$ cat src/rtl/multicast_router_buf.sv
`default_nettype none
// +--------------------------------------------------------------------------+
// | multicast_router_buf: FIFO-buffered tag/mask multicast to PE_COUNT PEs   |
// | rev 1.0                                                                  |
// +--------------------------------------------------------------------------+
module multicast_router_buf #(
  parameter int unsigned PE_COUNT   = 9,
  parameter int unsigned DATA_WIDTH = 16,
  parameter int unsigned ID_WIDTH   = 8,
  parameter int unsigned FIFO_DEPTH = 4,
  parameter int unsigned CNT_WIDTH  = 16
) (
  input  logic                                 clk,
  input  logic                                 rst,
  input  logic [DATA_WIDTH-1:0]                in_val,
  input  logic [ID_WIDTH-1:0]                  tag_id,
  input  logic [ID_WIDTH-1:0]                  tag_mask,
  input  logic                                 in_valid,
  output logic                                 in_ready,
  input  logic [PE_COUNT-1:0][ID_WIDTH-1:0]    pe_ids,
  output logic [PE_COUNT-1:0][DATA_WIDTH-1:0]  out_vals,
  output logic [PE_COUNT-1:0]                  out_valids,
  input  logic [PE_COUNT-1:0]                  out_readys,
  output logic                                 busy,
  output logic [CNT_WIDTH-1:0]                 drop_count
);

  localparam int unsigned PTR_W   = $clog2(FIFO_DEPTH);
  localparam logic [PTR_W:0] DEPTH_C = (PTR_W + 1)'(FIFO_DEPTH);

  typedef enum logic [0:0] {
    ST_IDLE    = 1'b0,
    ST_DELIVER = 1'b1
  } state_t;

  logic [DATA_WIDTH-1:0] fifo_data_q [FIFO_DEPTH];
  logic [ID_WIDTH-1:0]   fifo_tag_q  [FIFO_DEPTH];
  logic [ID_WIDTH-1:0]   fifo_mask_q [FIFO_DEPTH];

  logic [PTR_W-1:0]      wr_ptr_q, wr_ptr_d;
  logic [PTR_W-1:0]      rd_ptr_q, rd_ptr_d;
  logic [PTR_W:0]        count_q, count_d;
  state_t                state_q, state_d;
  logic [PE_COUNT-1:0]   pending_q, pending_d;
  logic [DATA_WIDTH-1:0] data_q, data_d;
  logic [CNT_WIDTH-1:0]  drop_count_q, drop_count_d;

  logic                  fifo_empty, fifo_full;
  logic                  push, pop, drop;
  logic [DATA_WIDTH-1:0] head_data;
  logic [ID_WIDTH-1:0]   head_tag, head_mask;
  logic [PE_COUNT-1:0]   head_match;
  logic [PE_COUNT-1:0]   accepted, remaining;

  assign fifo_empty = (count_q == '0);
  assign fifo_full  = (count_q == DEPTH_C);
  assign in_ready   = !fifo_full;
  assign push       = in_valid && !fifo_full;

  always_ff @(posedge clk) begin
    if (push) begin
      fifo_data_q[wr_ptr_q] <= in_val;
      fifo_tag_q[wr_ptr_q]  <= tag_id;
      fifo_mask_q[wr_ptr_q] <= tag_mask;
    end
  end

  // Destination set of the FIFO head, evaluated against pe_ids as they stand now.
  always_comb begin
    head_data = fifo_data_q[rd_ptr_q];
    head_tag  = fifo_tag_q[rd_ptr_q];
    head_mask = fifo_mask_q[rd_ptr_q];
    for (int i = 0; i < PE_COUNT; i++) begin
      head_match[i] = (((pe_ids[i] ^ head_tag) & ~head_mask) == '0);
    end
  end

  assign accepted  = (state_q == ST_DELIVER) ? (pending_q & out_readys) : '0;
  assign remaining = pending_q & ~accepted;

  always_comb begin
    state_d      = state_q;
    pending_d    = remaining;
    data_d       = data_q;
    pop          = 1'b0;
    drop         = 1'b0;
    drop_count_d = drop_count_q;

    case (state_q)
      ST_IDLE: begin
        pop = !fifo_empty;
      end
      ST_DELIVER: begin
        if (remaining == '0) begin
          if (fifo_empty) state_d = ST_IDLE;
          else            pop     = 1'b1;
        end
      end
      default: state_d = ST_IDLE;
    endcase

    // Loading the head; an entry with no destination is discarded right here.
    if (pop) begin
      data_d = head_data;
      if (head_match == '0) begin
        drop      = 1'b1;
        state_d   = ST_IDLE;
        pending_d = '0;
      end else begin
        state_d   = ST_DELIVER;
        pending_d = head_match;
      end
    end

    if (drop && (drop_count_q != '1)) drop_count_d = drop_count_q + CNT_WIDTH'(1);
  end

  always_comb begin
    wr_ptr_d = push ? (wr_ptr_q + PTR_W'(1)) : wr_ptr_q;
    rd_ptr_d = pop  ? (rd_ptr_q + PTR_W'(1)) : rd_ptr_q;
    case ({push, pop})
      2'b10:   count_d = count_q + (PTR_W + 1)'(1);
      2'b01:   count_d = count_q - (PTR_W + 1)'(1);
      default: count_d = count_q;
    endcase
  end

  always_ff @(posedge clk) begin
    if (!rst) begin
      wr_ptr_q     <= '0;
      rd_ptr_q     <= '0;
      count_q      <= '0;
      state_q      <= ST_IDLE;
      pending_q    <= '0;
      data_q       <= '0;
      drop_count_q <= '0;
    end else begin
      wr_ptr_q     <= wr_ptr_d;
      rd_ptr_q     <= rd_ptr_d;
      count_q      <= count_d;
      state_q      <= state_d;
      pending_q    <= pending_d;
      data_q       <= data_d;
      drop_count_q <= drop_count_d;
    end
  end

  always_comb begin
    for (int i = 0; i < PE_COUNT; i++) begin
      out_vals[i] = data_q;
    end
  end

  assign out_valids = (state_q == ST_DELIVER) ? pending_q : '0;
  assign busy       = !fifo_empty || (state_q == ST_DELIVER);
  assign drop_count = drop_count_q;

endmodule
`default_nettype wire

$ cat config.mk
export PLATFORM = sky130hd
export DESIGN_NAME = multicast_router_buf
export DESIGN_NICKNAME = d
export VERILOG_FILES = /design/src/rtl/multicast_router_buf.sv
export SDC_FILE = /design/constraint.sdc
export NUM_CORES = 1
export LEC_CHECK = 0
export CAP_MARGIN = 20
export CORE_MARGIN = 5
export CORE_UTILIZATION = 48
export CTS_BUF_LIST = sky130_fd_sc_hd__clkbuf_8
export DETAILED_ROUTE_END_ITERATION = 8
export PLACE_DENSITY = 0.82
export REMOVE_ABC_BUFFERS = 1
export SLEW_MARGIN = 25
export SYNTH_ARGS = -nofsm -noshare
export SYNTH_HDL_FRONTEND = slang
export SYNTH_SLANG_ARGS = --single-unit
$ cat constraint.sdc
create_clock -name clk -period 3.8 [get_ports clk]
set_input_delay 0.57 -clock clk [delete_from_list [all_inputs] [get_ports clk]]
set_output_delay 0.57 -clock clk [all_outputs]
set_load 0.01 [all_outputs]
==> flow_summary.yaml <==
clocking:
  cts_tree: "yes"
  post_cts_resized: 0
  clock-root-buffer: "clkbuf_8"
  htreeDepth: 4
  clk_pin_slew_ns: 0.11
  cts_setup_buffers: 0
  clkLatencyLatePin_ns: 0.46
  hold_buffers: 0
  clock_sinks: 179
  cts_max_path_buffers: 2
  cts_buffers: 17
pwr:
  p_per_area_nw_per_um2: 724
  power_mw: 8.41
  vdd_drop_max_uv: 434
  leakagePower_nw: 3.74
critical_path:
  cp_num_buf_inv: 0
  max_stage_delay_ns: 0.91
  slowest_stage: "mux4_1"
  critPathKind: "register to register"
  cp-end-kind: "register"
  cpLargestDelayFamily: "simple AND/OR/NAND/NOR gates"
  cp_max_fo: 18
  arrival_ns: 3.83
  crit_chain: "mux4_1, xnor2_1, o22ai_1, nor4_2, nor3_4, o311ai_4, or4_1, a21oi_1"
  startpoint_type: "register"
  crit_required_ns: 4.20
layout:
  synthToLayoutAreaGrowth_pct: 27.4
  nets: 1007
  fin_cells: 1131
  drive_gt1_share_pct: 10.9
  final_util_pct: 62.1
  num_antenna_cells: 0
floorplan:
  die_y_um: 148
  rows: 50
  die_area_um2: 21900
  ios: 287
  dieWidth_um: 148
  core_area_um2: 18700
  initial_core_util_pct: 48.7
sta:
  finalCriticalPeriod_ns: 3.42
  setup_viol: 0
  slew_violations: 0
  rsz0062_at_grt: "no"
  period_share_pct: 90.1
  clock_skew_ns: 0.0231
  max_slew_margin_pct: 39.0
  hold_viol: 0
  max_freq_mhz: 292
  worstMarginPinSlew_ns: 0.914
logic_synthesis:
  synth_edf_count: 128
  ys_seq_elements: 179
  synth_top_family_by_area: "buffers and inverters"
  ys.flop_type: "edfxtp_1"
  syn_avg_cell_area_um2: 12.5
  synthMuxAreaShare_pct: 9.26
  synth_area_leader_cell: "edfxtp_1"
  yosys_warnings: 0
  yosysTopAreaCellShare_pct: 42.2
  synthCells: 729
  synth.most_common_cell: "buf_4"
  synth_area_leaders: "edfxtp_1 (42%), dfxtp_1 (11%), buf_4 (11%), mux4_2 (7.7%), xnor2_1 (6.8%)"
  synthAdderAreaFrac_pct: 1.04
  synthXorXnorAreaFrac_pct: 7.64
  synth.yosys.seq_area_share_pct: 53.3
  synth_compound_area_share_pct: 5.32
  synth_area_um2: 9120
  synth-async-reset-ratio_pct: 0
  ys_types: 44
  synthSimpleGateAreaFrac_pct: 9.93
  synth_commonest_cells: "buf_4 (130), edfxtp_1 (128), nand2_1 (75)"
detailed_routing:
  drt-initial-drc-count: 288
  wirelength_mm: 21.6
  dr_total_vias: 5945
  antenna_left: 0
  wl_per_cell_um: 19.1
  drc_errors: 0
  drt_first_pass_iters: 5
  vias_per_cell: 5.26
global_routing:
  overflow: 0
  grt_max_degree: 33
  track_usage_pct: 19.3
  grt_pass1_vias: 6146
  grt_first_pass_wirelength_mm: 33.0
  antenna_found_initial: 2
placed_design:
  hpwl_mm: 15.6
  gp_congestion: 0.810
  placed_cells: 1099
  numPortBuffers: 286
flow_run:
  maxCapViolCount: 0
worst_hold_path:
  hold_class: "register to register"
status:
  status: "completed"
cell usage in the layout (no fill, tap or decap), drive strengths merged, types with 2 or more instances in the layout:
| cell | synthesis | routed |
|---|---|---|
| edfxtp | 128 | 128 |
| and3 | 7 | 7 |
| nor3 | 8 | 8 |
| xor2 | 3 | 3 |
| mux2i | 12 | 12 |
| nor4 | 16 | 16 |
| o22ai | 37 | 37 |
| nand3 | 16 | 16 |
| nor2 | 9 | 9 |
| o21ai | 3 | 3 |
| and2 | 10 | 10 |
| o31ai | 3 | 3 |
| dfxtp | 51 | 51 |
| nand2 | 75 | 75 |
| or4 | 2 | 2 |
| clkdlybuf4s50 | 0 | 286 |
| nand4 | 4 | 4 |
| nand2b | 13 | 13 |
| clkbuf | 13 | 17 |
| mux4 | 32 | 32 |
| clkinv | 1 | 7 |
| buf | 146 | 9 |
| inv | 18 | 25 |
| a21oi | 31 | 31 |
| or3 | 4 | 4 |
| ha | 6 | 6 |
| xnor2 | 74 | 74 |
worst reg2reg max path, cell delays in order (launching register included):
cell,delay [ns]
dfxtp_1,0.58
mux4_1,0.91
xnor2_1,0.24
o22ai_1,0.22
nor4_2,0.12
nor3_4,0.32
o311ai_4,0.34
or4_1,0.49
a21oi_1,0.15
cell type report:
cell class / count / area (um^2)
Fill cell: 1424 / 7090
Tap cell: 234 / 293
Clock inverter: 15 / 166
Clock buffer: 17 / 234
Multi-Input combinational cell: 372 / 3050
Sequential cell: 179 / 4860
Timing Repair Buffer: 295 / 2940
Inverter: 19 / 71.3
logic make-up (layout without fill, tap and decap cells):
logic type,after synthesis,after routing
adder cells (fa/ha/maj),7,7
AO/OA/AOI/OAI,79,79
AND/OR/NAND/NOR,165,165
buffers and inverters,178,346
XOR/XNOR,77,77
multiplexers,44,44
flip-flops,179,179
final timing paths:
kind                 from             end  slack [ns]  depth (start not counted)
min          pending_q[7]    pending_q[7]        0.49                          2
max reg2reg      register  drop_count[14]        0.38                          8
min reg2reg  pending_q[7]    pending_q[7]        0.49                          2
max              register  drop_count[14]        0.38                          8
registers in the layout, indices dropped and copies added (netlist names), named ones only:
| signal | cells |
|---|---|
| fifo_data_q | 64 |
| fifo_mask_q | 32 |
| fifo_tag_q | 32 |
| data_q | 16 |
| drop_count | 16 |
| pending_q | 9 |
| count_q | 3 |
| rd_ptr_q | 2 |
| wr_ptr_q | 2 |
| state_q | 1 |
routing by layer:
layer,up-vias,GRT usage [%],wire length [um]
met3,27,5.61,1610
met2,231,33.1,11000
li1,2801,-,-
met5,-,0,37
met4,4,5.31,250
met1,2882,24.1,8730
per-stage QoR:
stage / worst slack (ns) / setup TNS [ns] / hold WS [ns] / cell area (um^2)
after floorplan: -0.307 / -0.549 / 0.456 / 7960
after global placement: 0.387 / 0 / 0.467 / 11200
after detailed placement: 0.320 / 0 / 0.473 / 11200
after CTS: 0.338 / 0 / 0.486 / 11600
after global routing: 0.138 / 0 / 0.518 / 11600
final: 0.375 / 0 / 0.487 / 11600
where the power goes:
part           switching, mW  internal [mW]  total (mW)
Sequential             0.343           2.39        2.73
Clock                  0.738          0.551        1.29
Combinational           2.13           2.26        4.38
Total                   3.21           5.20        8.41
(Power assumes the default switching activity.)
==> edit 1, RTL diff (same flow settings) <==
`pending_q` and `data_q` no longer have a reset.
--- a/src/rtl/multicast_router_buf.sv
+++ b/src/rtl/multicast_router_buf.sv
@@ -131,18 +131,19 @@
       rd_ptr_q     <= '0;
       count_q      <= '0;
       state_q      <= ST_IDLE;
-      pending_q    <= '0;
-      data_q       <= '0;
       drop_count_q <= '0;
     end else begin
       wr_ptr_q     <= wr_ptr_d;
       rd_ptr_q     <= rd_ptr_d;
       count_q      <= count_d;
       state_q      <= state_d;
-      pending_q    <= pending_d;
-      data_q       <= data_d;
       drop_count_q <= drop_count_d;
     end
+  end
+
+  always_ff @(posedge clk) begin
+    pending_q <= pending_d;
+    data_q    <= data_d;
   end
 
   always_comb begin
Check against the original RTL: differs if rst is asserted again (counterexample within 4 cycles, from zero or initial values and one cycle with rst low); with rst held inactive, the same outputs for 4 cycles.
==> edit 1 against the unedited design <==
  * Setup slack lost 0.089 ns
  * Sequential cell count unchanged
  * Final area down 1.8%
  * Routed wire length rose by 4.3%
  * Power up 0.82%
  * Synthesized area shrank 2.7%
  * Sequential power rose by 3%
  * Largest cell class unchanged
  * Highest routed layer is now met4
==> edit 1: results (changes against the unedited design) <==
Parameter                              Value

Placed design
  Detailed placement HPWL ... 16.33 mm (was 15.57 mm)
  Placed Instance Area ... 11020 um2 (was 11220 um2)
  Dpl ws ... 0.3034 ns (was 0.3200 ns)
  Global placement routability congestion ... 0.8781 (was 0.8095)

Setup path
  Slack of the worst reg-to-reg path ... 0.29 ns (was 0.38 ns)
  FF-to-FF path depth ... 9 (was 8)
  Signal arrival time at the worst endpoint ... 3.89 ns (was 3.83 ns)
  Crit path largest cell delay ... 0.82 ns (was 0.91 ns)
  Critical path capture point ... drop_count[7] (was drop_count[14])

Synth
  Share of synthesized area occupied by flip-flops and latches ... 56.65% (was 53.35%)
  Compound-cell area share of the yosys netlist ... 5.092% (was 5.324%)
  Leading cell types by count after synthesis ... 144 x sky130_fd_sc_hd__edfxtp_1, 131 x sky130_fd_sc_hd__buf_4, 74 x sky130_fd_sc_hd__xnor2_1 (was 130 x sky130_fd_sc_hd__buf_4, 128 x sky130_fd_sc_hd__edfxtp_1, 75 x sky130_fd_sc_hd__nand2_1)
  Count of flip-flops with a built-in enable after synthesis ... 144 (was 128)
  Arithmetic-cell share of the synthesized area counting full adders, half adders and majority gates ... 1.072% (was 1.043%)
  Biggest area contributors in the synthesized netlist ... sky130_fd_sc_hd__edfxtp_1 49%, sky130_fd_sc_hd__buf_4 11%, sky130_fd_sc_hd__dfxtp_1 7.9%, sky130_fd_sc_hd__xnor2_1 7.3%, sky130_fd_sc_hd__mux4_2 7.1% (was sky130_fd_sc_hd__edfxtp_1 42%, sky130_fd_sc_hd__dfxtp_1 11%, sky130_fd_sc_hd__buf_4 11%, sky130_fd_sc_hd__mux4_2 7.7%, sky130_fd_sc_hd__xnor2_1 6.8%)
  Mux cell area share after synthesis ... 8.407% (was 9.262%)

STA
  Final cycle utilization of the critical path ... 92.45% (was 90.12%)
  Clock Skews ... 0.01551 ns (was 0.02311 ns)

Drt
  Total routed wirelength ... 22.52 mm (was 21.58 mm)
  Detail-routed net length per standard cell ... 21.11 um (was 19.08 um)
  Via density ... 5.346 (was 5.256)
  Number of design-rule violations left by the first detailed-router iteration ... 245 (was 288)

Pwr
  Leakage Power ... 3.735 nW (was 3.737 nW)

GRT
  Vias in the first global route ... 6063 (was 6146)
  First-pass GRT wire length ... 34.34 mm (was 33.00 mm)
  Maximum number of pins on one net before global-route repair ... 37 (was 33)

Outcome
  Status ... complete, no violations (unchanged)

Layout
  Layout cells sized above 1 ... 9.666% (was 10.93%)
  Final net count ... 949 (was 1007)

Floorplanning
  Initial Utilization ... 49.04% (was 48.75%)
## edit 1: metal layers
metal	track usage [%]	wire length, um
met1	25.46	8915
met5	0	0
met2	37.45	11660
met3	5.388	1597
met4	5.888	350
## edit 1: kinds of logic after synthesis
kind of cell,after synthesis
AO/OA/AOI/OAI,74
AND/OR/NAND/NOR,120
flip-flops,179
XOR/XNOR,81
adder cells (fa/ha/maj),7
multiplexers,33
buffers and inverters,166
## edit 1: critical path: cells and delay by family (launching register included)
| family | cells | cell delay [ns] |
|---|---|---|
| buffers and inverters | 1 | 0.19 |
| AND/OR/NAND/NOR | 4 | 1.51 |
| flip-flops | 1 | 0.37 |
| AO/OA/AOI/OAI | 2 | 0.33 |
| XOR/XNOR | 1 | 0.22 |
| multiplexers | 1 | 0.82 |
## edit 1: worst min path at each step
| stage | slack (ns) | startpoint | end |
|---|---|---|---|
| 3_3_place_gp | 0.46 | pending_q[0] | pending_q[0] |
| 5_1_grt | 0.50 | pending_q[6] | pending_q[6] |
| 2_1_floorplan | 0.44 | pending_q[2] | pending_q[2] |
| 3_5_place_dp | 0.47 | pending_q[0] | pending_q[0] |
| 4_1_cts | 0.48 | pending_q[0] | pending_q[0] |
| 6_report | 0.48 | pending_q[0] | pending_q[0] |
## edit 1: report_power, final
part	switching [mW]	internal, mW	leakage (nW)	total, mW
registers	0.336	2.48	1.61	2.82
logic	2.02	2.34	1.93	4.36
clock network	0.707	0.592	0.194	1.30
## edit 1: area by class of cell
cell class / instances / area [um2]
Multi-Input combinational cell: 315 / 2675
Sequential cell: 179 / 5025
Clock buffer: 17 / 234.0
Inverter: 14 / 52.55
Timing Repair Buffer: 299 / 2985
Clock inverter: 14 / 152.6
Fill cell: 1367 / 6675
Tap cell: 229 / 286.5
==> edit 2, RTL diff (same flow settings) <==
Made on the original files. Set the parameter `CNT_WIDTH` to 32 (it was 16).
--- a/src/rtl/multicast_router_buf.sv
+++ b/src/rtl/multicast_router_buf.sv
@@ -8,7 +8,7 @@
   parameter int unsigned DATA_WIDTH = 16,
   parameter int unsigned ID_WIDTH   = 8,
   parameter int unsigned FIFO_DEPTH = 4,
-  parameter int unsigned CNT_WIDTH  = 16
+  parameter int unsigned CNT_WIDTH  = 32
 ) (
   input  logic                                 clk,
   input  logic                                 rst,
Interface: changed (resized drop_count); port bits go from 287 to 303. The function was not compared with the original's and may differ.
==> edit 2 against the unedited design <==
  * Via count is 14% higher
  * Final area up 7.6%
  * Largest power group unchanged
  * Sequential cell count rose by 16
  * Setup slack better by 0.13 ns
  * Power is 7.8% higher
  * Sequential share of layout area fell by 0.40 points
  * Routed wire length is 11% higher
  * Synthesized area rose by 7.2%
==> edit 2: results (changes against the unedited design) <==
Parameter                              Value

Outcome
  Status ... complete, no violations (unchanged)

Pwr
  Proportion of power drawn by flip-flops and latches ... 31.6% (was 32.5%)
  Proportion of total power due to net switching ... 40.20% (was 38.19%)

Layout
  Register area ... 5185 um2 (was 4865 um2)
  Final net count ... 1111 (was 1007)
  Cell area after layout ... 12500 um2 (was 11620 um2)
  Number of ordinary inverters in the final layout ... 17 (was 19)
  Filler Cells Inserted ... 1643 (was 1424)
  Non-clk buf share ... 25.16% (was 25.33%)
  Multi-input combinational cell count ... 442 (was 372)
  Fraction of standard cell area in multi-input logic ... 26.89% (was 26.22%)
  Clock-cell share of area ... 3.272% (was 3.446%)

Drt
  Wire length on met3 ... 1.580 mm (was 1.611 mm)
  DRT met1 WL ... 9.906 mm (was 8.726 mm)
  Top layer reached by signal wires ... met4 (was met5)
  Number of design-rule violations left by the first detailed-router iteration ... 350 (was 288)
  Via density ... 5.341 (was 5.256)
  Met2 routed WL ... 12.24 mm (was 10.96 mm)

STA
  Worst hold slack ... 0.4923 ns (was 0.4871 ns)
  Actual transition at the worst max-transition pin ... 0.9657 ns (was 0.9135 ns)

Setup path
  Crit path largest cell delay ... 0.68 ns (was 0.91 ns)
  FF-to-FF path depth ... 11 (was 8)
  CP max stage cell ... sky130_fd_sc_hd__mux4_2 (was sky130_fd_sc_hd__mux4_1)
  Slack of the worst reg-to-reg path ... 0.50 ns (was 0.38 ns)

Placed design
  Detailed placement HPWL ... 17.11 mm (was 15.57 mm)
  Cell Count Post-Placement ... 1239 (was 1099)
  Dpl ws ... 0.3860 ns (was 0.3200 ns)

Worst hold path
  HP Start ... pending_q[6] (was pending_q[7])

GRT
  Number of antenna violations at the first check in global routing ... 0 (was 2)
  Maximum number of pins on one net before global-route repair ... 62 (was 33)
  First-pass GRT wire length ... 37.75 mm (was 33.00 mm)
  Vias in the first global route ... 6879 (was 6146)
  Met1 Usage GRT ... 25.31% (was 24.08%)
  GRT Total Usage ... 20.13% (was 19.33%)

Synth
  Share of synthesized area occupied by flip-flops and latches ... 53.04% (was 53.35%)
  Mux cell area share after synthesis ... 7.782% (was 9.262%)
  Leading cell types by count after synthesis ... 128 x sky130_fd_sc_hd__buf_4, 128 x sky130_fd_sc_hd__edfxtp_1, 74 x sky130_fd_sc_hd__xnor2_1 (was 130 x sky130_fd_sc_hd__buf_4, 128 x sky130_fd_sc_hd__edfxtp_1, 75 x sky130_fd_sc_hd__nand2_1)

Floorplanning
  Number of well-tap cells placed ... 270 (was 234)
[edit 2: changes by cell type in the layout (fill, tap and decap cells not counted), sizes merged, moves of 7 or more]
| cell | unedited run | this run |
|---|---|---|
| clkdlybuf4s50 | 286 | 302 |
| dfxtp | 51 | 67 |
| mux2i | 12 | 4 |
| o41ai | 0 | 7 |
| nand2 | 75 | 67 |
| a21oi | 31 | 55 |
| o31ai | 3 | 20 |
| or4 | 2 | 19 |
| nand3 | 16 | 31 |
[edit 2: worst max path at each step]
stage                     slack (ns)  cells past startpoint        endpoint
after floorplan                -0.85                      8  drop_count[15]
after global placement          0.44                     11  drop_count[26]
after detailed placement        0.39                     11   drop_count[8]
after CTS                       0.55                     11   drop_count[3]
after global routing            0.36                     11  drop_count[26]
final                           0.50                     11   drop_count[8]
[edit 2: cells by family after synthesis]
kind of cell | count (synthesis)
flops | 195
xor+xnor | 77
compound gates | 127
buf+inv | 189
simple gates | 195
fa+ha+maj | 7
mux | 36
